[config.mk]
export PLATFORM = sky130hd
export DESIGN_NAME = seq_detector_prog_flat
export DESIGN_NICKNAME = d
export VERILOG_FILES = /design/src/rtl/seq_detector_prog_if.sv /design/src/rtl/seq_detector_prog.sv /design/src/flat_wrapper.sv
export SDC_FILE = /design/constraint.sdc
export NUM_CORES = 1
export LEC_CHECK = 0
export CELL_PAD_IN_SITES_DETAIL_PLACEMENT = 0
export CELL_PAD_IN_SITES_GLOBAL_PLACEMENT = 1
export CORE_MARGIN = 5
export CORE_UTILIZATION = 43
export CTS_BUF_LIST = sky130_fd_sc_hd__clkbuf_2 sky130_fd_sc_hd__clkbuf_4 sky130_fd_sc_hd__clkbuf_8
export DETAILED_ROUTE_END_ITERATION = 10
export GPL_TIMING_DRIVEN = 0
export MAX_ROUTING_LAYER = met4
export PLACE_DENSITY_LB_ADDON = 0.1
export SLEW_MARGIN = 30
export SYNTH_ARGS = -nofsm -noshare
export SYNTH_HDL_FRONTEND = slang
export SYNTH_SLANG_ARGS = --single-unit
[constraint.sdc]
create_clock -name clk -period 3.4 [get_ports clk]
set_input_delay 0.68 -clock clk [delete_from_list [all_inputs] [get_ports clk]]
set_output_delay 0.68 -clock clk [all_outputs]
set_load 0.005 [all_outputs]
[src/rtl/seq_detector_prog_if.sv]
// Bus bundle for seq_detector_prog.
// The master side drives the serial bit, its qualifier, the mode control and
// the pattern-load port. The slave side (the detector) returns the match flag
// and the current matched prefix length.
// Optional macro SEQ_DET_CNT_EN adds the det_count return signal.
interface seq_detector_prog_if #(
    parameter int PAT_LEN = 6,
    parameter int ML_W    = $clog2(PAT_LEN)
);
    logic               in;
    logic               in_valid;
    logic               ovl_mode;
    logic               pat_load;
    logic [PAT_LEN-1:0] pat_in;
    logic               detect;
    logic [ML_W-1:0]    match_len;
`ifdef SEQ_DET_CNT_EN
    logic [15:0]        det_count;

    modport master (
        output in, in_valid, ovl_mode, pat_load, pat_in,
        input  detect, match_len, det_count
    );

    modport slave (
        input  in, in_valid, ovl_mode, pat_load, pat_in,
        output detect, match_len, det_count
    );
`else
    modport master (
        output in, in_valid, ovl_mode, pat_load, pat_in,
        input  detect, match_len
    );

    modport slave (
        input  in, in_valid, ovl_mode, pat_load, pat_in,
        output detect, match_len
    );
`endif
endinterface

[src/rtl/seq_detector_prog.sv]
// Programmable Mealy serial-pattern detector.
// Tracks the length of the longest pattern prefix that ends the qualified bit
// stream and raises detect combinationally in the cycle the last pattern bit
// arrives. The fallback length after a mismatch (or after a full match in
// overlapping mode) is derived from the live pattern register, so a pattern
// loaded at runtime is handled exactly like the reset pattern.
// Optional macro SEQ_DET_CNT_EN adds a saturating 16-bit detect counter.
module seq_detector_prog #(
    parameter int                 PAT_LEN = 6,
    parameter logic [PAT_LEN-1:0] PAT_RST = 6'b110110,
    parameter int                 ML_W    = $clog2(PAT_LEN)
) (
    input logic               clk,
    input logic               rst,
    seq_detector_prog_if.slave bus
);

    localparam logic [ML_W-1:0] ST_LAST = ML_W'(PAT_LEN - 1);

    logic [PAT_LEN-1:0] pat_q;
    logic [ML_W-1:0]    st;
    logic [ML_W-1:0]    st_nxt;
    logic               step;
    logic               full_match;

    // Last st+1 bits of the candidate (matched prefix followed by the new
    // bit), right-aligned so that bit 0 is the bit arriving this cycle.
    logic [PAT_LEN:0]   cand_tail;
    logic [PAT_LEN:0]   pfx;
    logic [PAT_LEN:0]   mask;
    logic [ML_W-1:0]    fall_len;

    // A bit is consumed only when qualified and no load is in progress.
    assign step       = bus.in_valid & ~bus.pat_load;
    assign full_match = step && (st == ST_LAST) && (bus.in == pat_q[0]);

    assign bus.detect    = full_match;
    assign bus.match_len = st;

    // Longest pattern prefix (shorter than the full pattern) that is a
    // suffix of the candidate; on a full match this is the longest border.
    always_comb begin
        // NOTE: every combinational output gets a default first so no path
        // through the block leaves it unassigned (which would infer a latch).
        cand_tail    = ({1'b0, pat_q} >> (PAT_LEN - int'(st))) << 1;
        cand_tail[0] = bus.in;
        pfx          = '0;
        mask         = '0;
        fall_len     = '0;
        for (int j = 1; j < PAT_LEN; j++) begin
            mask = {(PAT_LEN + 1){1'b1}} >> (PAT_LEN + 1 - j);
            pfx  = {1'b0, pat_q} >> (PAT_LEN - j);
            if ((j <= int'(st) + 1) && ((cand_tail & mask) == pfx)) begin
                fall_len = ML_W'(j);
            end
        end
    end

    // Next matched-prefix length: load restarts, gaps hold, and a full
    // match in non-overlapping mode restarts from an empty prefix.
    always_comb begin
        st_nxt = st;
        if (bus.pat_load) begin
            st_nxt = '0;
        end else if (bus.in_valid) begin
            if (full_match && !bus.ovl_mode) begin
                st_nxt = '0;
            end else begin
                st_nxt = fall_len;
            end
        end
    end

    // Matched-prefix state register.
    always_ff @(posedge clk or negedge rst) begin
        // NOTE: sequential state uses non-blocking assignments so every
        // register samples the pre-edge values of the others.
        if (!rst) begin
            st <= '0;
        end else begin
            st <= st_nxt;
        end
    end

    // Pattern register, reloaded from pat_in on request.
    always_ff @(posedge clk or negedge rst) begin
        if (!rst) begin
            pat_q <= PAT_RST;
        end else if (bus.pat_load) begin
            pat_q <= bus.pat_in;
        end
    end

`ifdef SEQ_DET_CNT_EN
    logic [15:0] det_count_q;

    assign bus.det_count = det_count_q;

    // Saturating count of detect pulses, cleared whenever a pattern loads.
    always_ff @(posedge clk or negedge rst) begin
        if (!rst) begin
            det_count_q <= '0;
        end else if (bus.pat_load) begin
            det_count_q <= '0;
        end else if (full_match && (det_count_q != 16'hFFFF)) begin
            det_count_q <= det_count_q + 16'd1;
        end
    end
`endif

endmodule

[src/flat_wrapper.sv]
// flat-port wrapper written by rule: the top's interface ports become plain ports
module seq_detector_prog_flat 
#(
    parameter int                 PAT_LEN = 6,
    parameter logic [PAT_LEN-1:0] PAT_RST = 6'b110110,
    parameter int                 ML_W    = $clog2(PAT_LEN)
)
  (clk, rst, bus_in, bus_in_valid, bus_ovl_mode, bus_pat_load, bus_pat_in, bus_detect, bus_match_len);
  seq_detector_prog_if #(.PAT_LEN(PAT_LEN), .ML_W(ML_W)) bus_i ();
  input logic clk;
  input logic rst;
  input wire logic [$bits(bus_i.in)-1:0] bus_in;
  input wire logic [$bits(bus_i.in_valid)-1:0] bus_in_valid;
  input wire logic [$bits(bus_i.ovl_mode)-1:0] bus_ovl_mode;
  input wire logic [$bits(bus_i.pat_load)-1:0] bus_pat_load;
  input wire logic [$bits(bus_i.pat_in)-1:0] bus_pat_in;
  output wire logic [$bits(bus_i.detect)-1:0] bus_detect;
  output wire logic [$bits(bus_i.match_len)-1:0] bus_match_len;
  assign bus_i.in = bus_in;
  assign bus_i.in_valid = bus_in_valid;
  assign bus_i.ovl_mode = bus_ovl_mode;
  assign bus_i.pat_load = bus_pat_load;
  assign bus_i.pat_in = bus_pat_in;
  assign bus_detect = bus_i.detect;
  assign bus_match_len = bus_i.match_len;
  seq_detector_prog #(.PAT_LEN(PAT_LEN), .PAT_RST(PAT_RST), .ML_W(ML_W)) u_core (.clk(clk), .rst(rst), .bus(bus_i));
endmodule
==> impl_metrics.toml <==
[pwr]
power.share.clock_pct = 21.5
p_per_area_nw_per_um2 = 291.5
p_sw_mw = 0.1332
swShare_pct = 33.90
power_mw = 0.3929
internal_power_mw = 0.2597
p_leak_nw = 0.5177
ir_worst_vdd_v = 0.0003486
combPwrFrac_pct = 44.6
pwr-share-seq_pct = 33.9

[setup_path]
crit_path_frequent_cell = "inv_1"
slowest_stage = "dfrtp_1"
crit_required_ns = 3.53
cp_slowest_stage_delay_ns = 0.60
worst-path-buf-inv = 3
endpoint_kind = "flip-flop"
worstSetupStartpointType = "flip-flop"
cp_cell_sequence = "buf_4 -> inv_1 -> ha_1 -> inv_1 -> a311oi_2 -> o31a_2 -> xnor2_1 -> nor4_2 -> a22oi_1 -> a32o_1"
crit_family = "compound AO/OA/AOI/OAI gates"
critical_path_peak_fanout = 11
path_class = "reg2reg"
arrival_ns = 3.11

[routing]
vias = 990
totalWireLength_um = 2806
via_per_inst = 5.789
post-route-drc-count = 0
first_pass_iters = 4
wire_per_inst_um = 16.41
ant_nets = 0
first_iter_violations = 38

[logic_synthesis]
syn_inst = 124
ys_async_sr_fraction_pct = 100.0
ys_types = 53
yosysTopAreaCellShare_pct = 10.88
yosysWarnings = 0
synth-edff-count = 0
synth_area_um2 = 1150
synth_common_cells = "nor2_1 (10), xnor2_1 (8), inv_1 (7), nand2_1 (7), mux2_2 (6)"
yosysSeqAreaShare_pct = 20.02
avgSynthCellArea_um2 = 9.273
syn_nets = 141
ys_top_cells_by_area = "dfrtp_1 (11%), dfstp_2 (9.1%), xnor2_1 (6.1%)"
synth_seq_cells = 9
synth_ff_type = "dfrtp_1"
synth.most_common_cell = "nor2_1"
yosys.area.top_type = "dfrtp_1"

[grt]
grt_pass1_vias = 1015
grtUsageTotal_pct = 17.63
grt_overflow = 0
antenna_found_initial = 0
grt_pass1_wl_um = 4912
grt_max_degree = 12

[sta]
fin_crit_sh_pct = 87.38
finalHoldViolations = 0
max_freq_ghz = 0.3366
finalSetupViolCount = 0
holdWs_ns = 0.6197
grt_setup_unrepaired = "no"
fin_skew_ns = 0.002843
report.final.slew_viol_count = 0
worst_pin_slew_ns = 0.4293
slew_headroom_pct = 71.38
period_minus_slack_ns = 2.971
tns_ns = 0

[finish]
multi_input_area_um2 = 789.5
area_growth_syn_to_layout_pct = 17.19
nFillCells = 238
nets = 159
final_layout_size_suffix_gt1_share_pct = 27.66
num_antenna_cells = 0
fin_area_um2 = 1348
fin_util_pct = 53.42
area.sequential_um2 = 230.2

[floorplanning]
num_rows = 18
die-width_um = 61.71
die-area_um2 = 3808
core_um2 = 2522
io_pins = 16
dieHeight_um = 61.71
start_util_pct = 45.59

[cts]
hold_buffers = 0
cts.reportedPaths.clkPinSlew_ns = 0.05
htree_levels = 1
cts_sinks = 9
ctsLongestPathBuffers = 2
tritoncts = "built"
clk-insertion-delay-late_ns = 0.25
post_cts_resize_count = 0
cts_made_buffers = 3
cts_root_buf = "clkbuf_4"
post-cts-setup-buffer-count = 0

[placed_design]
hpwlAfterDp_um = 2227
routabilityCongestion = 0.8480
placed_area_um2 = 1318
io_buffers = 13

[status]
outcome = "complete, no violations"

[hold_path]
hold_path.class = "reg2reg"

[run]
maxCapViolCount = 0
==> worst register-to-register path, stage by stage, from the launching register on <==
cell      delay (ns)
dfrtp_1         0.60
buf_4           0.28
inv_1           0.14
ha_1            0.35
inv_1           0.16
a311oi_2        0.06
o31a_2          0.38
xnor2_1         0.15
nor4_2          0.31
a22oi_1         0.15
a32o_1          0.28
==> cell usage in the layout, fill, tap and decap left out, types with 2 or more instances in the layout <==
cell type / count
nor2_1: 10
buf_4: 2
a21oi_1: 4
inv_1: 7
a221o_1: 3
o21a_1: 2
buf_6: 2
nand2_1: 7
clkbuf_8: 4
nand4_1: 2
clkdlybuf4s50_1: 13
o21ai_0: 2
ha_1: 5
dfrtp_1: 5
clkbuf_4: 5
a31oi_1: 2
dfstp_2: 4
nor3_1: 2
nand3_1: 5
mux2_2: 6
xor2_1: 5
nor2b_1: 2
mux2i_1: 2
a311oi_2: 2
o21ai_1: 2
xnor2_1: 8
==> power by group through the flow <==
stage	clock network (mW)	logic (mW)	registers, mW
global placement	0	0.170	0.134
detailed placement	0	0.174	0.135
CTS	0.0890	0.175	0.133
floorplan	0	0.133	0.130
finish	0.0845	0.175	0.133
global route	0.0995	0.192	0.135
==> final timing paths <==
kind                            cells past startpoint  slack [ns]                     from                 endpoint
worst min-delay path                                1        0.62          u_core.pat_q[0]          u_core.pat_q[0]
worst max register to register                     10        0.43  u_core.bus.match_len[0]  u_core.bus.match_len[1]
worst min register to register                      1        0.62          u_core.pat_q[0]          u_core.pat_q[0]
max in group asynchronous                           1        2.39                      rst          u_core.pat_q[4]
worst max-delay path                               10        0.43  u_core.bus.match_len[0]  u_core.bus.match_len[1]
min in group asynchronous                           1        0.70                      rst          u_core.pat_q[3]
==> cell families (layout without fill, tap and decap cells) <==
| kind of cell | count (synthesis) | after routing | share of synthesized area [%] |
|---|---|---|---|
| compound gates | 31 | 31 | 22.42 |
| xor+xnor | 13 | 13 | 9.902 |
| fa+ha+maj | 5 | 5 | 5.441 |
| buf+inv | 17 | 34 | 11.32 |
| flops | 9 | 9 | 20.02 |
| mux | 11 | 11 | 12.08 |
| simple gates | 38 | 38 | 18.83 |
==> through the flow <==
stage,setup WS (ns),cells
after floorplan,0.8507,124
after global placement,0.4960,167
after detailed placement,0.4624,167
after CTS,0.4471,171
after global routing,0.2593,171
final,0.4291,171
==> per-layer routing <==
metal,track usage [%],vias to the layer above,routed length (um)
li1,-,484,-
met1,23.36,469,1289
met2,27.80,33,1354
met3,2.273,4,120
met4,5.758,0,41
met5,-,-,0
==> flip-flops by register name, indices dropped and copies added (netlist names) <==
signal	count
u_core.bus.match_len	3
u_core.pat_q	6
==> area by class of cell <==
class / instances / area share [%]
sequential: 9 / 17.08
tap: 30 / 2.786
timing repair buffer: 13 / 9.656
clock buffer: 4 / 2.228
multi-input combinational: 98 / 58.59
inverter: 7 / 1.950
buffer: 10 / 7.707
Power figures use the tool's default switching activity.
